### config.mk
export PLATFORM = sky130hd
export DESIGN_NAME = sha256_msg_sched
export DESIGN_NICKNAME = d
export VERILOG_FILES = /design/src/rtl/sha256_msg_sched.sv
export SDC_FILE = /design/constraint.sdc
export NUM_CORES = 2
export LEC_CHECK = 0
export CAP_MARGIN = 20
export CORE_MARGIN = 8
export CORE_UTILIZATION = 50
export DETAILED_ROUTE_END_ITERATION = 8
export PLACE_DENSITY_LB_ADDON = 0.1
export SLEW_MARGIN = 10
export SYNTH_ARGS = -nofsm -noshare
export SYNTH_HDL_FRONTEND = slang
export SYNTH_SLANG_ARGS = --single-unit
### constraint.sdc
create_clock -name clk -period 24.5 [get_ports clk]
set_input_delay 3.675 -clock clk [delete_from_list [all_inputs] [get_ports clk]]
set_output_delay 3.675 -clock clk [all_outputs]
set_load 0.02 [all_outputs]
### src/rtl/sha256_msg_sched.sv
// rtl/sha256_msg_sched.sv - SHA-256 message schedule and round-constant stage
//
// Loads one 512-bit block as 16 sequential 32-bit words (word 0 first), then
// emits W[0..63] four words per group together with K[4g..4g+3]. A 16-entry
// sliding window produces W[16..63] on the fly, four words per handshake.
//
// Ports:
//   clk, rst            clock, asynchronous active-high reset
//   flush               synchronous abort back to LOAD
//   in_valid/in_ready   message word handshake, in_data = word
//   out_valid/out_ready group handshake toward the compression stage
//   out_w0..out_w3      W[4g..4g+3]
//   out_k0..out_k3      K[4g..4g+3] (0 while loading)
//   out_group           group index g, out_last = (g == 15)
module sha256_msg_sched (
    input  logic        clk,
    input  logic        rst,
    input  logic        flush,
    input  logic        in_valid,
    output logic        in_ready,
    input  logic [31:0] in_data,
    output logic        out_valid,
    input  logic        out_ready,
    output logic [31:0] out_w0,
    output logic [31:0] out_w1,
    output logic [31:0] out_w2,
    output logic [31:0] out_w3,
    output logic [31:0] out_k0,
    output logic [31:0] out_k1,
    output logic [31:0] out_k2,
    output logic [31:0] out_k3,
    output logic [3:0]  out_group,
    output logic        out_last
);

    localparam logic [31:0] K_ROM [64] = '{
        32'h428a2f98, 32'h71374491, 32'hb5c0fbcf, 32'he9b5dba5,
        32'h3956c25b, 32'h59f111f1, 32'h923f82a4, 32'hab1c5ed5,
        32'hd807aa98, 32'h12835b01, 32'h243185be, 32'h550c7dc3,
        32'h72be5d74, 32'h80deb1fe, 32'h9bdc06a7, 32'hc19bf174,
        32'he49b69c1, 32'hefbe4786, 32'h0fc19dc6, 32'h240ca1cc,
        32'h2de92c6f, 32'h4a7484aa, 32'h5cb0a9dc, 32'h76f988da,
        32'h983e5152, 32'ha831c66d, 32'hb00327c8, 32'hbf597fc7,
        32'hc6e00bf3, 32'hd5a79147, 32'h06ca6351, 32'h14292967,
        32'h27b70a85, 32'h2e1b2138, 32'h4d2c6dfc, 32'h53380d13,
        32'h650a7354, 32'h766a0abb, 32'h81c2c92e, 32'h92722c85,
        32'ha2bfe8a1, 32'ha81a664b, 32'hc24b8b70, 32'hc76c51a3,
        32'hd192e819, 32'hd6990624, 32'hf40e3585, 32'h106aa070,
        32'h19a4c116, 32'h1e376c08, 32'h2748774c, 32'h34b0bcb5,
        32'h391c0cb3, 32'h4ed8aa4a, 32'h5b9cca4f, 32'h682e6ff3,
        32'h748f82ee, 32'h78a5636f, 32'h84c87814, 32'h8cc70208,
        32'h90befffa, 32'ha4506ceb, 32'hbef9a3f7, 32'hc67178f2
    };

    typedef enum logic {
        ST_LOAD = 1'b0,
        ST_RUN  = 1'b1
    } state_t;

    state_t      state, state_nxt;
    logic [3:0]  load_cnt, load_cnt_nxt;
    logic [3:0]  grp, grp_nxt;
    logic [31:0] win [16];
    logic        load_fire, run_fire;
    logic [31:0] n0, n1, n2, n3;
    logic [5:0]  k_base;

    function automatic logic [31:0] sig0(input logic [31:0] x);
        return {x[6:0], x[31:7]} ^ {x[17:0], x[31:18]} ^ (x >> 3);
    endfunction

    function automatic logic [31:0] sig1(input logic [31:0] x);
        return {x[16:0], x[31:17]} ^ {x[18:0], x[31:19]} ^ (x >> 10);
    endfunction

    // win[i] holds W[4g+i]. N2/N3 need W[t+16]/W[t+17] as their sigma1
    // operands, which are N0/N1 from this same step, hence the chain.
    always_comb begin
        n0 = sig1(win[14]) + win[9]  + sig0(win[1]) + win[0];
        n1 = sig1(win[15]) + win[10] + sig0(win[2]) + win[1];
        n2 = sig1(n0)      + win[11] + sig0(win[3]) + win[2];
        n3 = sig1(n1)      + win[12] + sig0(win[4]) + win[3];
    end

    assign load_fire = in_ready && in_valid;
    assign run_fire  = out_valid && out_ready;
    assign k_base    = {grp, 2'b00};

    always_ff @(posedge clk or posedge rst) begin
        if (rst) begin
            state    <= ST_LOAD;
            load_cnt <= '0;
            grp      <= '0;
        end else begin
            state    <= state_nxt;
            load_cnt <= load_cnt_nxt;
            grp      <= grp_nxt;
        end
    end

    always_comb begin
        state_nxt    = state;
        load_cnt_nxt = load_cnt;
        grp_nxt      = grp;
        in_ready     = 1'b0;
        out_valid    = 1'b0;
        out_k0       = '0;
        out_k1       = '0;
        out_k2       = '0;
        out_k3       = '0;
        out_last     = 1'b0;
        case (state)
            ST_LOAD: begin
                in_ready = 1'b1;
                if (load_fire) begin
                    load_cnt_nxt = load_cnt + 4'd1;
                    if (load_cnt == 4'd15) begin
                        state_nxt = ST_RUN;
                        grp_nxt   = '0;
                    end
                end
            end
            ST_RUN: begin
                out_valid = 1'b1;
                out_k0    = K_ROM[k_base];
                out_k1    = K_ROM[k_base + 6'd1];
                out_k2    = K_ROM[k_base + 6'd2];
                out_k3    = K_ROM[k_base + 6'd3];
                out_last  = (grp == 4'd15);
                if (run_fire) begin
                    grp_nxt = grp + 4'd1;
                    if (grp == 4'd15) begin
                        state_nxt = ST_LOAD;
                    end
                end
            end
            default: state_nxt = ST_LOAD;
        endcase
        // Abort wins over any handshake in the same cycle.
        if (flush) begin
            state_nxt    = ST_LOAD;
            load_cnt_nxt = '0;
            grp_nxt      = '0;
        end
    end

    always_ff @(posedge clk or posedge rst) begin
        if (rst) begin
            for (int i = 0; i < 16; i++) begin
                win[i] <= '0;
            end
        end else if (!flush) begin
            if (load_fire) begin
                win[load_cnt] <= in_data;
            end else if (run_fire) begin
                for (int i = 0; i < 12; i++) begin
                    win[i] <= win[i + 4];
                end
                win[12] <= n0;
                win[13] <= n1;
                win[14] <= n2;
                win[15] <= n3;
            end
        end
    end

    assign out_w0    = win[0];
    assign out_w1    = win[1];
    assign out_w2    = win[2];
    assign out_w3    = win[3];
    assign out_group = grp;

endmodule

### Word-level counts from Yosys, hierarchy flattened

Memories as Yosys holds them, arrays and structs flattened.
Cells that the tools add are included.

| cells by class | value |
|---|---|
| mux-type cells | 34 |
| $add $sub $neg | 17 |
| div/mod/pow operators | 0 |
| shift operators | 0 |
| bitwise operators | 23 |
| eq/ne operators | 6 |
| $mul | 0 |
| magnitude comparators | 6 |
| reductions and logical operators | 8 |

Operators with widths:

| cell | count |
|---|---|
| 512-bit two-way mux | 2 |
| 512-bit bitwise mux | 1 |
| 32-bit two-way mux | 13 |
| 32-bit adder | 12 |
| 32-bit XOR | 8 |
| 32-bit demux with 4-bit select | 1 |
| 32-bit by 22-bit XOR with 32-bit output | 4 |
| 32-bit by 29-bit XOR with 32-bit output | 4 |
| 7-bit greater-or-equal comparator, second input constant | 4 |
| 4-bit two-way mux | 7 |
| 6-bit NOT with 7-bit output | 4 |
| 6-bit by 2-bit adder with 6-bit output, second input constant | 2 |
| 4-bit by 1-bit adder with 4-bit output, second input constant | 2 |
| 4-bit == test, second input constant | 2 |
| 1-bit two-way mux | 8 |
| 4-bit case mux with 2 select lines | 1 |
| 6-bit by 1-bit adder with 6-bit output, second input constant | 1 |
| 3-bit != test, second input constant | 2 |
| 5-bit greater-or-equal comparator, second input constant | 1 |
| 5-bit by 1-bit < comparator with 1-bit output, second input constant | 1 |
| 4-bit NOT with 5-bit output | 1 |
| 2-bit AND reduction | 2 |
| 2-bit nonzero test | 2 |
| 1-bit logical AND | 3 |
| 5 further kinds | 6 |

| storage, ports and cells | value |
|---|---|
| input port bits | 37 |
| output and inout port bits | 263 |
| memories | 4 |
| bits in read-only memories | 8192 |
| bits in registers | 521 |
| memory bits (writable) | 0 |
| latch bits | 0 |

Memory list:

| memory | depth | width | read ports | clocked after Yosys merged registers in | write ports | RTL line | text |
|---|---|---|---|---|---|---|---|
| (name not given) | 64 | 32 | 1 | 0 | 0 | 128 | `out_k3 = K_ROM[k_base + 6'd3];` |
| (name not given) | 64 | 32 | 1 | 0 | 0 | 127 | `out_k2 = K_ROM[k_base + 6'd2];` |
| (name not given) | 64 | 32 | 1 | 0 | 0 | 126 | `out_k1 = K_ROM[k_base + 6'd1];` |
| (name not given) | 64 | 32 | 1 | 0 | 0 | 125 | `out_k0 = K_ROM[k_base];` |

### Logic depth before layout (Yosys ltp)

| logic depth | value |
|---|---|
| word-level depth | 12 |
| depth in mapped cells | 35 |

### Least setup slack after synthesis

OpenSTA, ideal clock, no wires.

| path | value |
|---|---|
| kind | register to register |
| from | register win[18] (netlist name) |
| to | register win[30] (netlist name) |
| stages on the path, launching flop included | 35 |
| period minus slack after synthesis | 8.252 ns |
| setup time | 0.134 ns |
| data arrival time | 8.118 ns |
| path slack | 16.248 ns |
| cell sequence | dfrtp_1 -> clkbuf_1 -> xor2_1 -> xnor2_1 -> fa_1 -> inv_1 -> fa_1 -> ha_1 -> fa_1 -> a211o_1 -> a2111o_1 -> a211o_1 -> a221oi_2 -> a21boi_2 -> a31oi_4 -> o21ai_1 -> a21oi_2 -> xnor2_1 -> xor2_1 -> xnor2_1 -> fa_1 -> inv_1 -> fa_1 -> ha_1 -> and3_1 -> and3_1 -> or3b_2 -> o211ai_1 -> and4_1 -> o21ai_0 -> nand2b_1 -> a21oi_1 -> o31ai_1 -> xnor2_1 -> o21ai_0 |

| on the way | value |
|---|---|
| longest elaborated chain between the ends | 12 |

RTL lines:

| what | RTL line | text |
|---|---|---|
| start: declaration | 63 | `logic [31:0] win [16];` |
| start signal: indexed assignment | 154 | `win[load_cnt] <= in_data;` |
| start signal: indexed assignment | 157 | `win[i] <= win[i + 4];` |
| 32-bit XOR | 73 | `return {x[16:0], x[31:17]} ^ {x[18:0], x[31:19]} ^ (x >> 10);` |
| 32-bit by 22-bit XOR with 32-bit output (*) | 73 |  |
| 32-bit adder (*) (3 in a row) | 80 | `n1 = sig1(win[15]) + win[10] + sig0(win[2]) + win[1];` |
| 32-bit XOR | 73 |  |
| 32-bit by 22-bit XOR with 32-bit output (*) | 73 |  |
| 32-bit adder (*) (3 in a row) | 82 | `n3 = sig1(n1) + win[12] + sig0(win[4]) + win[3];` |
| 512-bit two-way mux (*) | 155 | `end else if (run_fire) begin` |
| 512-bit two-way mux (*) | 153 | `if (load_fire) begin` |

Mark *: on every way between the ends. The rest lies on a longest branch, timed or not. The select of a mux whose other input is x is not followed.
A chain may end at the register's enable or synchronous reset.

### Worst setup path after layout

| path | value |
|---|---|
| from | register win[51] (netlist name) |
| to | register win[60] (netlist name) |

| on the way | value |
|---|---|
| longest elaborated chain between the ends | 12 |

RTL lines:

| what | RTL line | text |
|---|---|---|
| 32-bit XOR | 73 |  |
| 32-bit by 22-bit XOR with 32-bit output (*) | 73 |  |
| 32-bit adder (*) (3 in a row) | 79 | `n0 = sig1(win[14]) + win[9] + sig0(win[1]) + win[0];` |
| 32-bit XOR | 73 |  |
| 32-bit by 22-bit XOR with 32-bit output (*) | 73 |  |
| 32-bit adder (*) (3 in a row) | 81 | `n2 = sig1(n0) + win[11] + sig0(win[3]) + win[2];` |
| 512-bit two-way mux (*) | 155 |  |
| 512-bit two-way mux (*) | 153 |  |

Marks and branches as above.

==> flow_summary.json <==
{
  "cts_tree": "done",
  "htree_levels": 2,
  "synthArstFlopShare_pct": 100.0,
  "cts_inserted_buffers": 59,
  "grtUsageTotal_pct": 43.88,
  "rsz0062_at_grt": "no",
  "design.final.nets": 5478,
  "clk_latency_ns": 0.67,
  "fill_cells": 7931,
  "grt_antenna_before_repair": 9,
  "core-area_sq_um": 84880,
  "critPathMostFrequentCell": "fa_1",
  "synth.avg_cell_area_sq_um": 8.329,
  "synth_flop_cell": "dfrtp_1",
  "start_util_pct": 50.31,
  "cp.required_ns": 25.02,
  "grt_pass1_vias": 37320,
  "final.period_utilization_pct": 41.39,
  "min_path_cells": 2,
  "die-area_sq_um": 95010,
  "synth_cell_types": 81,
  "wl_microns": 213800,
  "ys_seq_elements": 521,
  "gp_routability_congestion": 1.073,
  "vias": 39780,
  "multi_input_area_sq_um": 25340,
  "grt_max_degree": 153,
  "reg2regPathDepth": 32,
  "globalRoute.totalOverflow": 0,
  "period_minus_slack_ns": 10.14,
  "outcome": "complete, no violations",
  "slew_viol_final": 0,
  "slowest_delay_ns": 0.70,
  "synthCells": 5127,
  "worst_path_max_delay_cell": "xor2_1",
  "ys.warnings.count": 0,
  "regArea_sq_um": 13040,
  "final_util_pct": 56.24,
  "wl_per_cell_microns": 34.26,
  "crit_path_max_fanout": 5,
  "cts_num_sinks": 521,
  "cts_hold_buf": 0,
  "setup_viol": 0,
  "seq_area_frac_synth_pct": 30.53,
  "drv_cap": 0,
  "clockBufferDepth": 3,
  "cp-start-kind": "flip-flop",
  "fin_area_sq_um": 47730,
  "chipHeight_microns": 308.2,
  "layout.cells.non_filler": 6241,
  "worstSetupPathType": "reg2reg",
  "clock.fmax_mhz": 98.62,
  "synthToLayoutAreaGrowth_pct": 11.79,
  "path_clk_slew_ns": 0.07,
  "slew_headroom_pct": 11.79,
  "fin_tns_setup_ns": 0,
  "ctsRootBufferMaster": "clkbuf_16",
  "cts-resized-gates": 0,
  "mostFrequentLayoutCell": "a21oi_1",
  "finalHoldViolCount": 0,
  "io_buffers": 299,
  "grt_pass1_wl_microns": 293400,
  "final_cell_mix": "741 x a21oi_1, 519 x dfrtp_1, 518 x inv_1, 477 x nor2_1, 451 x xnor2_1",
  "die_w_microns": 308.2,
  "final_antenna_net_count": 0,
  "io_pins": 300,
  "synth_edf_count": 0,
  "synth.net_count": 5563,
  "post_cts_buffers": 0,
  "hp-class": "reg2reg",
  "worstPathArrival_ns": 10.66,
  "drc": 0,
  "drt_first_pass_iters": 9,
  "critical_path.endpoint_type": "flip-flop",
  "hpwl_microns": 162900,
  "skew_ns": 0.04397,
  "initialDrtViolationCount": 6163,
  "placedCellCount": 6124,
  "tightest_slew_ns": 1.323,
  "place_area_sq_um": 45600,
  "vias_per_cell": 6.374,
  "rows": 107,
  "synthesis.area_sq_um": 42700,
  "layout-drive-gt1-share_pct": 5.346
}
## worst paths after layout
check                         from        end  slack (ns)
setup / recovery           win[51]    win[60]       14.36
hold / removal             win[77]    win[77]        0.48
setup reg to reg           win[51]    win[60]       14.36
hold reg to reg            win[77]    win[77]        0.48
max in group asynchronous      rst  out_w1[5]       17.65
min in group asynchronous      rst   win[243]        3.57
## layer usage
metal,wire length (microns),vias up,track usage (%)
met5,215,-,0
met4,16200,10,26.82
met3,28010,624,15.37
met2,88670,2782,62.72
met1,80690,19790,56.72
li1,-,16580,-
## sequential cells by signal, summed over array words and instances, names as in the netlist
register   cells
out_w2        32
load_cnt       4
out_w1        32
win          384
out_group      4
out_w3        32
out_w0        32
state          1
## cell usage after synthesis (124+ instances only)
cell	number	area share [%]
clkbuf_1	393	3.5
xnor2_1	462	9.5
a22oi_1	150	2.6
fa_1	248	12
o21ai_0	292	3.4
inv_1	520	4.6
nand2_1	333	2.9
a21oi_1	743	8.7
nor2_1	486	4.3
ha_1	151	4.4
xor2_1	124	2.5
dfrtp_1	521	31
buf_4	129	2.3
## kinds of logic after synthesis
| family | after synthesis | synth area share (%) |
|---|---|---|
| compound gates | 1516 | 20.56 |
| xor+xnor | 588 | 12.11 |
| fa+ha+maj | 399 | 16.05 |
| buf+inv | 1078 | 10.65 |
| flops | 521 | 30.53 |
| mux | 3 | 0.07325 |
| simple gates | 1022 | 10.02 |
## cell type report
cell class	count	share of cell area, %
Clock inverter	30	0.9148
Timing Repair Buffer	409	8.026
Sequential cell	521	27.32
Inverter	523	4.128
Multi-Input combinational cell	3528	53.08
Clock buffer	77	3.486
Antenna cell	9	0.04718
Tap cell	1144	2.999
## through the flow
step | hold WS (ns) | worst slack (ns)
detailed placement | 0.4703 | 14.69
global route | 0.4973 | 13.81
CTS | 0.4838 | 14.67
finish | 0.4820 | 14.36
global placement | 0.4617 | 14.68
floorplan | 0.4502 | 6.270
## critical path, delay by kind of cell (launching register included)
family / cells / cell delay (ns)
xor+xnor: 6 / 1.97
simple gates: 6 / 1.66
buf+inv: 3 / 0.24
flops: 1 / 0.47
compound gates: 11 / 3.15
fa+ha+maj: 6 / 2.48
Power is left out: the tool's default activity adds up to more than one toggle a clock period on the data nets, which glitch-free logic cannot reach.
